**src/rtl/ad2s1210_pkg.sv**
```systemverilog
// Shared types and constants for the AD2S1210 SPI engine.
package ad2s1210_pkg;

   // Frame sequencer states
   typedef enum logic [2:0] {
      IDLE       = 3'd0,
      SETUP      = 3'd1,
      SHIFT_LOW  = 3'd2,
      SHIFT_HIGH = 3'd3,
      HOLD       = 3'd4,
      DONE       = 3'd5
   } state_t;

   // Converter register addresses
   localparam logic [7:0] REG_POSITION = 8'h80;
   localparam logic [7:0] REG_VELOCITY = 8'h82;
   localparam logic [7:0] REG_FAULT    = 8'hFF;

   // Default frame timing
   localparam int DEFAULT_DATA_WIDTH   = 8;
   localparam int DEFAULT_SETUP_CYCLES = 4;
   localparam int DEFAULT_HOLD_CYCLES  = 4;

endpackage

```
**src/rtl/ad2s1210_spi_engine_if.sv**
```systemverilog
// Minimal valid/ready byte stream used for the transfer and received paths.
interface axi_stream #(
   parameter int WIDTH = 8
) ();
   logic             valid;
   logic             ready;
   logic [WIDTH-1:0] data;

   modport master (output valid, output data, input ready);
   modport slave  (input valid, input data, output ready);
endinterface

```
**src/rtl/ad2s1210_sclk_gen.sv**
```systemverilog
// Half-period timer for sclk: counts while running, ticks on the last cycle
// of each half period and restarts itself on the tick.
module ad2s1210_sclk_gen (
   input  logic       clock,
   input  logic       reset,
   input  logic       run,
   input  logic [7:0] half_period,   // always >= 1
   output logic       tick
);
   logic [7:0] cnt_q, cnt_d;

   assign tick = run && (cnt_q == half_period - 8'd1);

   // Counter restarts whenever the shifter is not running or a half period ends
   always_comb begin
      cnt_d = cnt_q + 8'd1;
      if (!run || tick) cnt_d = 8'd0;
   end

   // Counter register with synchronous active-low reset
   always_ff @(posedge clock) begin
      if (!reset) cnt_q <= 8'd0;
      else        cnt_q <= cnt_d;
   end
endmodule

```
**src/rtl/ad2s1210_spi_engine.sv**
```systemverilog
// One-byte SPI frame engine for the AD2S1210: frames a transfer with wr_n,
// shifts MSB first on sclk, samples sdo on each sclk rise and reports the
// received byte with a single-cycle valid pulse.
module ad2s1210_spi_engine
   import ad2s1210_pkg::*;
#(
   parameter int DATA_WIDTH   = DEFAULT_DATA_WIDTH,
   parameter int SETUP_CYCLES = DEFAULT_SETUP_CYCLES,
   parameter int HOLD_CYCLES  = DEFAULT_HOLD_CYCLES
) (
   input  logic       clock,
   input  logic       reset,
   input  logic [7:0] clock_divider,
   axi_stream.slave   transfer,
   axi_stream.master  received,
   output logic       sclk,
   output logic       sdi,
   input  logic       sdo,
   output logic       wr_n,
   output logic       busy
);
   localparam int BIT_W  = (DATA_WIDTH > 1) ? $clog2(DATA_WIDTH) : 1;
   localparam int PH_MAX = (SETUP_CYCLES > HOLD_CYCLES) ? SETUP_CYCLES : HOLD_CYCLES;
   localparam int PH_W   = $clog2(PH_MAX + 1);

   state_t                state_q, state_d;
   logic [DATA_WIDTH-1:0] tx_q, tx_d;
   logic [DATA_WIDTH-1:0] rx_q, rx_d;
   logic [DATA_WIDTH-1:0] rdata_q, rdata_d;
   logic [7:0]            div_q, div_d;
   logic [BIT_W-1:0]      bit_q, bit_d;
   logic [PH_W-1:0]       phase_q, phase_d;
   logic                  sclk_q, sclk_d;
   logic                  sdi_q, sdi_d;
   logic                  wr_n_q, wr_n_d;
   logic                  busy_q, busy_d;
   logic                  ready_q, ready_d;
   logic                  valid_q, valid_d;
   logic                  tick;

   ad2s1210_sclk_gen u_sclk_gen (
      .clock       (clock),
      .reset       (reset),
      .run         ((state_q == SHIFT_LOW) || (state_q == SHIFT_HIGH)),
      .half_period (div_q),
      .tick        (tick)
   );

   assign sclk           = sclk_q;
   assign sdi            = sdi_q;
   assign wr_n           = wr_n_q;
   assign busy           = busy_q;
   assign transfer.ready = ready_q;
   assign received.valid = valid_q;
   assign received.data  = rdata_q;

   // Next-state and datapath decode; the divider is frozen at accept
   always_comb begin
      state_d = state_q;
      tx_d    = tx_q;
      rx_d    = rx_q;
      rdata_d = rdata_q;
      div_d   = div_q;
      bit_d   = bit_q;
      phase_d = phase_q;
      sclk_d  = sclk_q;
      sdi_d   = sdi_q;
      wr_n_d  = wr_n_q;
      case (state_q)
         IDLE: begin
            if (transfer.valid && ready_q) begin
               tx_d    = transfer.data;
               rx_d    = '0;
               wr_n_d  = 1'b0;
               bit_d   = '0;
               phase_d = '0;
               div_d   = (clock_divider == 8'd0) ? 8'd1 : clock_divider;
               state_d = SETUP;
            end
         end
         SETUP: begin
            if (phase_q == PH_W'(SETUP_CYCLES - 1)) begin
               sdi_d   = tx_q[DATA_WIDTH-1];
               sclk_d  = 1'b0;
               state_d = SHIFT_LOW;
            end else begin
               phase_d = phase_q + PH_W'(1);
            end
         end
         SHIFT_LOW: begin
            if (tick) begin
               sclk_d  = 1'b1;
               rx_d    = {rx_q[DATA_WIDTH-2:0], sdo};
               state_d = SHIFT_HIGH;
            end
         end
         SHIFT_HIGH: begin
            if (tick) begin
               if (bit_q == BIT_W'(DATA_WIDTH - 1)) begin
                  phase_d = '0;
                  state_d = HOLD;
               end else begin
                  tx_d    = {tx_q[DATA_WIDTH-2:0], 1'b0};
                  sdi_d   = tx_q[DATA_WIDTH-2];
                  sclk_d  = 1'b0;
                  bit_d   = bit_q + BIT_W'(1);
                  state_d = SHIFT_LOW;
               end
            end
         end
         HOLD: begin
            if (phase_q == PH_W'(HOLD_CYCLES - 1)) begin
               wr_n_d  = 1'b1;
               sdi_d   = 1'b0;
               rdata_d = rx_q;
               state_d = DONE;
            end else begin
               phase_d = phase_q + PH_W'(1);
            end
         end
         DONE:    state_d = IDLE;
         default: state_d = IDLE;
      endcase
      busy_d  = (state_d != IDLE);
      ready_d = (state_d == IDLE);
      valid_d = (state_d == DONE);
   end

   // State and output registers; reset aborts any frame in progress
   always_ff @(posedge clock) begin
      if (!reset) begin
         state_q <= IDLE;
         tx_q    <= '0;
         rx_q    <= '0;
         rdata_q <= '0;
         div_q   <= 8'd1;
         bit_q   <= '0;
         phase_q <= '0;
         sclk_q  <= 1'b1;
         sdi_q   <= 1'b0;
         wr_n_q  <= 1'b1;
         busy_q  <= 1'b0;
         ready_q <= 1'b0;
         valid_q <= 1'b0;
      end else begin
         state_q <= state_d;
         tx_q    <= tx_d;
         rx_q    <= rx_d;
         rdata_q <= rdata_d;
         div_q   <= div_d;
         bit_q   <= bit_d;
         phase_q <= phase_d;
         sclk_q  <= sclk_d;
         sdi_q   <= sdi_d;
         wr_n_q  <= wr_n_d;
         busy_q  <= busy_d;
         ready_q <= ready_d;
         valid_q <= valid_d;
      end
   end
endmodule
```
**src/flat_wrapper.sv**
```systemverilog
// flat-port wrapper written by rule: the top's interface ports become plain ports
module ad2s1210_spi_engine_flat import ad2s1210_pkg::*;
#(
   parameter int DATA_WIDTH   = DEFAULT_DATA_WIDTH,
   parameter int SETUP_CYCLES = DEFAULT_SETUP_CYCLES,
   parameter int HOLD_CYCLES  = DEFAULT_HOLD_CYCLES
)
  (clock, reset, clock_divider, sclk, sdi, sdo, wr_n, busy, transfer_valid, transfer_data, transfer_ready, received_valid, received_data, received_ready);
  axi_stream transfer_i ();
  axi_stream received_i ();
  input  logic clock;
  input  logic reset;
  input  logic [7:0] clock_divider;
  output logic sclk;
  output logic sdi;
  input  logic sdo;
  output logic wr_n;
  output logic busy;
  input wire logic [$bits(transfer_i.valid)-1:0] transfer_valid;
  input wire logic [$bits(transfer_i.data)-1:0] transfer_data;
  output wire logic [$bits(transfer_i.ready)-1:0] transfer_ready;
  output wire logic [$bits(received_i.valid)-1:0] received_valid;
  output wire logic [$bits(received_i.data)-1:0] received_data;
  input wire logic [$bits(received_i.ready)-1:0] received_ready;
  assign transfer_i.valid = transfer_valid;
  assign transfer_i.data = transfer_data;
  assign transfer_ready = transfer_i.ready;
  assign received_valid = received_i.valid;
  assign received_data = received_i.data;
  assign received_i.ready = received_ready;
  ad2s1210_spi_engine #(.DATA_WIDTH(DATA_WIDTH), .SETUP_CYCLES(SETUP_CYCLES), .HOLD_CYCLES(HOLD_CYCLES)) u_core (.clock(clock), .reset(reset), .clock_divider(clock_divider), .transfer(transfer_i), .received(received_i), .sclk(sclk), .sdi(sdi), .sdo(sdo), .wr_n(wr_n), .busy(busy));
endmodule
```
**config.mk**
```make
export PLATFORM = sky130hd
export DESIGN_NAME = ad2s1210_spi_engine_flat
export DESIGN_NICKNAME = d
export VERILOG_FILES = /design/src/rtl/ad2s1210_pkg.sv /design/src/rtl/ad2s1210_spi_engine_if.sv /design/src/rtl/ad2s1210_sclk_gen.sv /design/src/rtl/ad2s1210_spi_engine.sv /design/src/flat_wrapper.sv
export SDC_FILE = /design/constraint.sdc
export NUM_CORES = 1
export LEC_CHECK = 0
export ABC_AREA = 1
export CORE_ASPECT_RATIO = 0.9
export CORE_MARGIN = 2
export CORE_UTILIZATION = 55
export DETAILED_ROUTE_END_ITERATION = 12
export DONT_BUFFER_PORTS = 1
export GPL_TIMING_DRIVEN = 0
export PLACE_DENSITY = 0.78
export SLEW_MARGIN = 40
export SYNTH_ARGS = -nofsm -noshare
export SYNTH_HDL_FRONTEND = slang
export SYNTH_SLANG_ARGS = --single-unit
```
**constraint.sdc**
```tcl
create_clock -name clock -period 2.7 [get_ports clock]
set_input_delay 0.54 -clock clock [delete_from_list [all_inputs] [get_ports clock]]
set_output_delay 0.54 -clock clock [all_outputs]
set_load 0.005 [all_outputs]
```
==> metrics.txt, run 1 <==
count of cell types in the netlist=35; Clk network pwr share=36.4%; area occupied by registers=1100 um2; clk_skew=0.0102 ns; gr ovfl total=0; Setup Crit Path Kind=flip-flop to flip-flop; TritonCTS Buffers=5; final WL=5340 um; final critical-path required period=2.21 ns; Hold WC Path Type=input port to flip-flop; Area Growth Syn to Fin=8.15%; Worst-Skew Late Latency=0.31 ns; drc violations=0; syn_area_per_cell=7.11 um2; Seq cells post-synth=55; PD cells=610 nW/um2; H-tree depth=2; CTS sink count=55; number of global-route vias before repair=2,158; antenna violations before repair=0; uppermost layer routed=met4; CP max stage delay=0.47 ns; Initial Util=56.0%; Net Count, Synth=403; Yosys top cell area share=41.2%; final hold vios=0; critical path's slowest cell=dfxtp_1; largest area contributor in the netlist=dfxtp_1; layout cells sized above 1=8.85%; combinational fraction of design power=13.5%; first-pass GRT wire length=9340 um; Fmax=452 MHz; P_leak=1.29 nW; crit path from=u_core.div_q[0]; nets=410; worst setup margin=0.488 ns; WP data required=2.92 ns; r2r setup slk=0.49 ns; Hold Startpoint=clock_divider[2]; WHS=0.368 ns; Design Power=1.76 mW; Total GRT Usage=21.1%; Setup-failing EPs final=0; outcome=completed; multi-input logic area=1360 um2; Routed wire per std cell=11.9 um; Synth area leaders=dfxtp_1, nand2_1, nor2_1; post-route cell area=2890 um2; crit path max fanout=10; metal3 WL=269 um; die area=5430 um2; Place WS=0.507 ns; crit-path cells=inv_2 > ha_1 > or2_1 > nand2_1 > nand2_1 > nand2_1 > nand3_2 > nor2_4 > nand3_1 > nand2_2 > inv_2 > a21oi_1 > nor2_1; # resized after CTS=0; routed vias=2,319; Psw=0.456 mW; final HPWL from detailed placement=3850 um; RSZ-0062 raised after global routing=no; largest net degree at the start of global routing=18; most used cell along the critical path=nand2_1; Starting DRT DRC Count=86; clk slew on worst S/H paths=0.10 ns; Die Height=70.1 um; cell family with most CP delay=simple AND/OR/NAND/NOR gates; clk buf depth=2; max capacitance violation total=0; worst path bufs/invs=2; period utilization=81.9%; Root Buffer=clkbuf_8; Die Wd=77.5 um; DR vias/cell=5.16; cell row count=24; met1 WL=2550 um; # IOs=35; Port Buffer Count=0; mapped cell area=2670 um2; launching point of the worst reg2reg path=u_core.div_q[0]; part of the power in registers=50.0%; Crit path arrival time=2.43 ns; slew margin rel.=59.0%; Pint=1.31 mW; Fill cells=435; Sw Ratio=25.8%; CTS tree=done; antenna diode count=0; setup bufs post-CTS=0; CTS Hold Bufs=0; met2 wire len=2440 um; post-route setup TNS=0 ns; CP Launch Type=flip-flop; post-synthesis cell count=376; Final Max Slew Viols=0; routability cong.=0.821; antenna-violating nets left=0; Initial DRT Pass Iterations=4; DP Area=2750 um2; Seq/Total Area, Yosys=41.2%; Syn. warnings=0; core footprint=4770 um2; CP endpoint kind=flip-flop; Peak VDD IR=438 uV; Slew @ Worst Pin=0.613 ns
[power groups by stage]
stage	Combinational (mW)	Clock, mW	Sequential, mW
6_report	0.239	0.643	0.882
5_1_grt	0.276	0.683	0.887
4_1_cts	0.241	0.650	0.882
3_5_place_dp	0.238	0	0.900
3_3_place_gp	0.232	0	0.899
2_1_floorplan	0.199	0	0.892
[final cells by class]
type                    instances  area share [%]
multi-input cells             274            47.2
flip-flops and latches         55            38.1
inverters                      37            4.81
well taps                      65            2.81
clock buffers                   5            2.38
plain buffers                  10            2.38
clock inverters                 3            2.34
[worst reg2reg max path, stage by stage, from the launching register on]
cell	delay (ns)
dfxtp_1	0.47
inv_2	0.07
ha_1	0.27
or2_1	0.24
nand2_1	0.06
nand2_1	0.04
nand2_1	0.06
nand3_2	0.09
nor2_4	0.19
nand3_1	0.12
nand2_2	0.19
inv_2	0.12
a21oi_1	0.14
nor2_1	0.05
[metal layers]
metal  vias to the layer above  GRT usage, %
met5                         -             0
met4                         0          7.54
met3                         5          4.65
met2                        40          34.0
met1                      1057          28.0
li1                       1217             -
[synthesized netlist by cell type]
| cell type | count |
|---|---|
| nor2_1 | 63 |
| nor2_4 | 4 |
| nor4_1 | 1 |
| o21bai_1 | 2 |
| nand2_4 | 1 |
| xnor2_1 | 4 |
| inv_2 | 3 |
| or2_2 | 1 |
| o21ai_1 | 3 |
| buf_6 | 1 |
| nand2_2 | 6 |
| clkinv_1 | 1 |
| nand2_1 | 81 |
| nand3_4 | 1 |
| nand3_1 | 20 |
| nand3_2 | 1 |
| nor3_2 | 1 |
| inv_1 | 33 |
| o221ai_1 | 1 |
| o21ai_0 | 29 |
| a21oi_4 | 1 |
| dfxtp_1 | 55 |
| xor2_1 | 3 |
| or2_1 | 1 |
| clkbuf_8 | 1 |
| dlymetal6s2s_1 | 1 |
| nor3_1 | 5 |
| nor2_2 | 5 |
| clkbuf_1 | 6 |
| a21oi_1 | 28 |
| ha_1 | 6 |
| o211ai_1 | 1 |
| nor3b_1 | 1 |
| nand4_1 | 4 |
| dlygate4sd1_1 | 1 |
[metrics by stage]
stage	util, %	cells
finish	60.5	449
global route	60.5	449
CTS	60.5	449
detailed placement	57.7	441
global placement	57.7	441
floorplan	-	376
[registers in the layout, indices dropped and copies added (netlist names)]
register and flops:
u_core.div_q 8, u_core.received.data 8, u_core.rx_q 8, u_core.tx_q 8
u_core.u_sclk_gen.cnt_q 8, u_core.bit_q 3, u_core.phase_q 3, u_core.state_q 3
u_core.busy 1, u_core.received.valid 1, u_core.sclk 1, u_core.sdi 1
u_core.transfer.ready 1, u_core.wr_n 1
[logic make-up (layout without fill, tap and decap cells)]
logic type / after synthesis / in the layout / share of synthesized area, %
AO/OA/AOI/OAI: 65 / 65 / 13.0
XOR/XNOR: 7 / 7 / 2.29
adder cells (fa/ha/maj): 6 / 6 / 2.81
buffers and inverters: 47 / 55 / 7.77
flip-flops: 55 / 55 / 41.2
AND/OR/NAND/NOR: 196 / 196 / 32.9
[final timing paths]
check               endpoint  depth (start not counted)
max           u_core.rx_q[6]                         13
min          u_core.div_q[2]                          2
max reg2reg   u_core.rx_q[6]                         13
min reg2reg   u_core.tx_q[6]                          2
[layout by cell type, fill, tap and decap left out, drive strengths merged, types with 3 or more instances in the layout]
cell,instances
ha,6
clkbuf,12
nand2,88
xnor2,4
nand3,22
xor2,3
dfxtp,55
inv,36
nor3,6
nand4,4
a21oi,29
o21ai,32
nor2,72
(Power assumes the default switching activity.)
==> inputs of run 2 (changes only) <==
--- a/config.mk
+++ b/config.mk
@@ -12,7 +12,7 @@
 export DETAILED_ROUTE_END_ITERATION = 12
 export DONT_BUFFER_PORTS = 1
 export GPL_TIMING_DRIVEN = 0
-export PLACE_DENSITY = 0.78
+export PLACE_DENSITY = 0.81
 export SLEW_MARGIN = 40
 export SYNTH_ARGS = -nofsm -noshare
 export SYNTH_HDL_FRONTEND = slang
==> constraint.sdc (replaced) <==
create_clock -name clock -period 2 [get_ports clock]
set_input_delay 0.4 -clock clock [delete_from_list [all_inputs] [get_ports clock]]
set_output_delay 0.4 -clock clock [all_outputs]
set_load 0.005 [all_outputs]
==> run 2 against run 1 <==
  * Via count increased by 4.3%
  * Fmax increased by 11%
  * Wire length increased by 14%
  * Register-to-register slack got worse by 0.48 ns
  * Cell count increased by 1.6%
  * Combinational power increased by 65%
  * Sequential share of layout area decreased by 1.6 points
  * Largest power group unchanged
  * Non-clock buffer count increased by 6
  * Setup slack got worse by 0.48 ns
  * First-iteration DRC count increased by 74%
  * Critical endpoint is now u_core.tx_q[2]
  * Total power increased by 33%
==> metrics.txt, run 2 (same netlist as run 1, synthesis figures left out) <==
TritonCTS Buffers=5 (unchanged); Non-Filler Instances=456 (+1.6%); clk slew on worst S/H paths=0.11 ns (about the same); number of global-route vias before repair=2,216 (+2.7%); DR vias/cell=5.30 (+2.7%); Die Wd=77.5 um (unchanged); CTS Hold Bufs=0 (unchanged); most used cell along the critical path=nand2_1; crit-path cells=inv_4 > ha_4 > or2_1 > nand2_1 > nand2_1 > nand2_1 > nand3_2 > nor2_4 > nand3_4 > nand2_4 > nand2_4 > buf_2 > nand2_1 > a21oi_1; Initial DRT Pass Iterations=4 (unchanged); FF-to-FF End=u_core.tx_q[2]; WHS=0.212 ns (-0.156 ns); Worst-Skew Late Latency=0.31 ns (about the same); WP data required=2.20 ns (-0.72 ns); first-pass GRT wire length=9800 um (+4.9%); R2R depth=14 (+1); core footprint=4770 um2 (unchanged); clk buf depth=2 (unchanged); routability cong.=0.815 (-0.71%); Initial Util=56.0% (unchanged); slew margin rel.=63.1% (+4.1 points); antenna violations before repair=0 (unchanged); Total GRT Usage=22.2% (+1.1 points); CTS tree=done; worst path bufs/invs=2 (unchanged); layout cells sized above 1=15.3% (+6.5 points); DP Area=2750 um2 (unchanged); RSZ-0062 raised after global routing=yes; Routed wire per std cell=13.3 um (+12%); routed vias=2,419 (+4.3%); Setup-failing EPs final=0 (unchanged); r2r setup slk=0.01 ns (-0.48 ns); Final Max Slew Viols=0 (unchanged); Hold WC Path Type=input port to flip-flop; Die Height=70.1 um (unchanged); H-tree depth=2 (unchanged); cell family with most CP delay=simple AND/OR/NAND/NOR gates; launching point of the worst reg2reg path=u_core.div_q[0]; CP Launch Type=flip-flop; stages on the worst setup path=14 (+1); P_leak=1.34 nW (+4.1%); CTS sink count=55 (unchanged); Hold Startpoint=reset; final WL=6060 um (+14%); period utilization=99.5% (+18 points); Crit path arrival time=2.19 ns (-0.24 ns); # IOs=35 (unchanged); placed cells=441 (unchanged); largest net degree at the start of global routing=19 (+1); CP endpoint kind=flip-flop; commonest non-fill, non-tap cell in the layout=nand2_1; Fill cells=410 (-5.7%); antenna-violating nets left=0 (unchanged); final hold vios=0 (unchanged); commonest non-fill, non-tap cells in the layout=nand2_1, nor2_1, dfxtp_1; final HPWL from detailed placement=3870 um (+0.37%); post-route cell area=3030 um2 (+4.8%); clk_skew=0.0121 ns (+0.00188 ns); CP max stage delay=0.38 ns (-0.09 ns); outcome=completed; antenna diode count=0 (unchanged); drc violations=0 (unchanged); nets=417 (+1.7%); max capacitance violation total=0 (unchanged); Port Buffer Count=0 (unchanged); PD cells=774 nW/um2 (+27%); Worst Hold Depth=2 (unchanged); Area Growth Syn to Fin=13.3%; cell row count=24 (unchanged); Setup Crit Path Kind=flip-flop to flip-flop; Slew @ Worst Pin=0.553 ns (-0.0594 ns); critical path's slowest cell=dfxtp_4; final critical-path required period=1.99 ns (-0.222 ns); Peak VDD IR=602 uV (+37%); gr ovfl total=0 (unchanged); Fmax=503 MHz (+11%); crit path max fanout=6 (-4); die area=5430 um2 (unchanged); WHS Endpoint=u_core.div_q[1]; Root Buffer=clkbuf_8; Starting DRT DRC Count=150 (+74%)
[run 2: changes by cell type in the layout (fill, tap and decap cells not counted), moves of 3 or more]
| cell | before | now |
|---|---|---|
| nand2_4 | 1 | 7 |
| a21oi_2 | 0 | 5 |
| a21oi_1 | 28 | 24 |
| buf_4 | 0 | 4 |
| nand2_2 | 6 | 2 |
| nand3_1 | 20 | 17 |
| nand3_2 | 1 | 4 |
| o21ai_0 | 29 | 26 |
[run 2: area by class of cell]
class	count	area (um2)	share of cell area (%)
Clock inverter	3	46.3	1.53
Tap cell	65	81.3	2.68
Buffer	10	68.8	2.27
Inverter	37	144	4.75
Timing Repair Buffer	6	46.3	1.53
Multi-Input combinational cell	275	1470	48.5
Sequential cell	55	1110	36.5
Clock buffer	5	68.8	2.27
[run 2: where the power goes]
part	internal, mW	total, mW	switching, mW
clock network	0.378	0.759	0.381
registers	1.15	1.19	0.0414
logic	0.145	0.394	0.249
total	1.67	2.34	0.672
[run 2: metrics by stage]
| stage | setup slack, ns | power, mW | utilization [%] | setup TNS [ns] |
|---|---|---|---|---|
| final | 0.00997 | 2.34 | 63.4 | 0 |
| after CTS | 0.00361 | 2.31 | 61.1 | 0 |
| after global placement | -0.127 | 1.53 | 57.7 | -2.00 |
| after floorplan | 0.0954 | 1.47 | - | 0 |
| after detailed placement | -0.173 | 1.54 | 57.7 | -2.87 |
| after global routing | -0.106 | 2.44 | 63.4 | -1.24 |
[run 2: worst max-delay path by stage]
| stage | slack [ns] | endpoint | startpoint |
|---|---|---|---|
| after floorplan | 0.1 | u_core.bit_q[0] | u_core.div_q[0] |
| after global placement | -0.13 | u_core.rx_q[2] | u_core.div_q[0] |
| after detailed placement | -0.17 | u_core.rx_q[5] | u_core.div_q[0] |
| after CTS | 0.004 | u_core.bit_q[0] | u_core.div_q[0] |
| after global routing | -0.11 | u_core.bit_q[0] | u_core.div_q[0] |
| final | 0.01 | u_core.tx_q[2] | u_core.div_q[0] |
[run 2: timing repair]
item	4_1_cts	5_1_grt
endpoints found under the setup margin	36	46
gates resized for setup	6	28
setup buffers	4	1
gates cloned	0	2
pin swaps	2	12
[run 2: routing by layer]
metal	part of all wire (%)	vias up	track usage (%)
li1	-	1231	-
met1	45	1119	28.6
met2	49	53	37.2
met3	3.3	16	3.75
met4	2.7	0	8.93
met5	0	-	0
==> inputs of run 3 (changes only) <==
--- a/config.mk
+++ b/config.mk
@@ -6,6 +6,7 @@
 export NUM_CORES = 1
 export LEC_CHECK = 0
 export ABC_AREA = 1
+export CAP_MARGIN = 20
 export CORE_ASPECT_RATIO = 0.9
 export CORE_MARGIN = 2
 export CORE_UTILIZATION = 55
@@ -13,6 +14,7 @@
 export DONT_BUFFER_PORTS = 1
 export GPL_TIMING_DRIVEN = 0
 export PLACE_DENSITY = 0.81
+export SKIP_LAST_GASP = 1
 export SLEW_MARGIN = 40
 export SYNTH_ARGS = -nofsm -noshare
 export SYNTH_HDL_FRONTEND = slang
==> run 3 against run 2 <==
  * Register-to-register slack about the same
  * Hold slack hardly changed
  * Via count up 0.17%
  * Critical endpoint unchanged
  * Largest power group unchanged
  * Die area is the same
  * Clock power about the same
  * Sequential share of layout area about the same
  * Combinational power about the same
==> metrics.txt, run 3 (same netlist as run 1, synthesis figures left out) <==
max capacitance violation total=0 (unchanged); Setup-failing EPs final=0 (unchanged); first-pass GRT wire length=9800 um (unchanged); Clk network pwr share=32.4% (about the same); outcome=completed; combinational fraction of design power=16.7% (about the same); Pint=1.67 mW (about the same); Worst-Skew Late Latency=0.31 ns (about the same); P_leak=1.34 nW (about the same); Area Growth Syn to Fin=13.2%; PD cells=775 nW/um2 (about the same); layout cells sized above 1=15.1% (-0.26 points); CTS Hold Bufs=0 (unchanged); routed vias=2,423 (+0.17%); Die Height=70.1 um (unchanged); global route hottest layer=met2; GR Util met2=37.2% (unchanged); Design Power=2.34 mW (about the same); nets=417 (unchanged); clk buf depth=2 (unchanged); number of global-route vias before repair=2,216 (unchanged); Port Buffer Count=0 (unchanged); antenna-violating nets left=0 (unchanged); Initial DRT Pass Iterations=5 (+1); Slew @ Worst Pin=0.555 ns (+0.00194 ns); Setup Crit Path Kind=flip-flop to flip-flop; critical path's slowest cell=dfxtp_4; clk slew on worst S/H paths=0.11 ns (about the same); crit-path cells=inv_4 > ha_4 > or2_1 > nand2_1 > nand2_1 > nand2_1 > nand3_2 > nor2_4 > nand3_4 > nand2_4 > nand2_4 > buf_2 > nand2_1 > a21oi_1; met3 Use GR=3.75% (unchanged); final critical-path required period=1.99 ns (-0.00154 ns); CP endpoint kind=flip-flop; core footprint=4770 um2 (unchanged); Die Wd=77.5 um (unchanged); cell row count=24 (unchanged); antenna violations before repair=0 (unchanged); Fmax=503 MHz (about the same); Final Util=63.4% (-0.079 points); met1 Resource Use GR=28.6% (unchanged); RSZ-0062 raised after global routing=yes; CP Launch Type=flip-flop; Total GRT Usage=22.2% (unchanged); Sw Ratio=28.7% (about the same); CP max stage delay=0.38 ns (about the same); CTS tree=done; DR vias/cell=5.31 (+0.17%); Psw=0.672 mW (about the same); H-tree depth=2 (unchanged); Root Buffer=clkbuf_8; drc violations=0 (unchanged); period utilization=99.4% (about the same); # IOs=35 (unchanged); final hold vios=0 (unchanged); commonest non-fill, non-tap cell in the layout=nand2_1; Starting DRT DRC Count=149 (-0.67%); cell family with most CP delay=simple AND/OR/NAND/NOR gates; worst path bufs/invs=2 (unchanged); Peak VDD IR=601 uV (about the same); crit path max fanout=6 (unchanged); slew margin rel.=63.0% (-0.13 points); CTS sink count=55 (unchanged); routability cong.=0.815 (unchanged); final WL=6090 um (+0.38%); gr ovfl total=0 (unchanged); Hold WC Path Type=input port to flip-flop; largest net degree at the start of global routing=19 (unchanged); most used cell along the critical path=nand2_1; final HPWL from detailed placement=3870 um (unchanged); die area=5430 um2 (unchanged); commonest non-fill, non-tap cells in the layout=nand2_1, nor2_1, dfxtp_1; TritonCTS Buffers=5 (unchanged); WP data required=2.20 ns (about the same); clk_skew=0.0118 ns (-0.000278 ns); Crit path arrival time=2.19 ns (about the same); Routed wire per std cell=13.3 um (+0.38%); antenna diode count=0 (unchanged); part of the power in registers=50.8% (about the same); Initial Util=56.0% (unchanged); Final Max Slew Viols=0 (unchanged)
-- run 3: cell count changes in the layout (fill, tap and decap cells not counted) --
cell	before	now
a21oi_1	24	25
a21oi_2	5	4
o21ai_0	26	27
o21ai_1	4	3
-- run 3: metrics by stage --
step	setup WS [ns]	setup TNS (ns)	std cells	hold WS, ns	area (um2)
CTS	0.00361	0	453	0.206	2920
global route	-0.106	-1.25	456	0.226	3030
finish	0.0115	0	456	0.212	3030
global placement	-0.127	-2.00	441	0.448	2750
floorplan	0.0954	0	376	0.435	2670
detailed placement	-0.173	-2.87	441	0.450	2750
-- run 3: worst register-to-register path: stages, from the launching register on --
cell and delay, ns:
dfxtp_4 0.38, inv_4 0.04, ha_4 0.17, or2_1 0.22
nand2_1 0.06, nand2_1 0.04, nand2_1 0.07, nand3_2 0.08
nor2_4 0.21, nand3_4 0.15, nand2_4 0.12, nand2_4 0.06
buf_2 0.15, nand2_1 0.07, a21oi_1 0.07
-- run 3: cell type report --
class | instances | area (um2)
Clock inverter | 3 | 46.3
Inverter | 37 | 144
Fill cell | 410 | 1750
Tap cell | 65 | 81.3
Buffer | 10 | 68.8
Timing Repair Buffer | 6 | 46.3
Sequential cell | 55 | 1110
Multi-Input combinational cell | 275 | 1460
Clock buffer | 5 | 68.8
-- run 3: layer usage --
layer / wire length [um] / part of all wire [%]
met1: 2720 / 45
met2: 3040 / 50
met3: 204 / 3.4
met4: 123 / 2.0
met5: 0 / 0
-- run 3: final timing paths --
path / start / to / slack, ns / depth (start not counted)
worst max-delay path: u_core.div_q[0] / u_core.tx_q[2] / 0.01 / 14
worst min-delay path: reset / u_core.div_q[1] / 0.21 / 2
worst max register to register: u_core.div_q[0] / u_core.tx_q[2] / 0.01 / 14
worst min register to register: u_core.tx_q[0] / u_core.tx_q[0] / 0.47 / 2
-- run 3: timing repair --
action | CTS | global route
gates cloned | 0 | 2
gates resized for setup | 6 | 26
setup endpoints to repair | 36 | 46
hold endpoints to repair | 0 | 0
buffers inserted | 4 | 1
pin swaps | 2 | 12
-- run 3: power by group through the flow --
stage | Clock [mW] | Sequential [mW] | Combinational (mW)
after floorplan | 0 | 1.20 | 0.269
after global placement | 0 | 1.21 | 0.311
after detailed placement | 0 | 1.21 | 0.321
after CTS | 0.767 | 1.19 | 0.354
after global routing | 0.808 | 1.20 | 0.435
final | 0.760 | 1.19 | 0.392
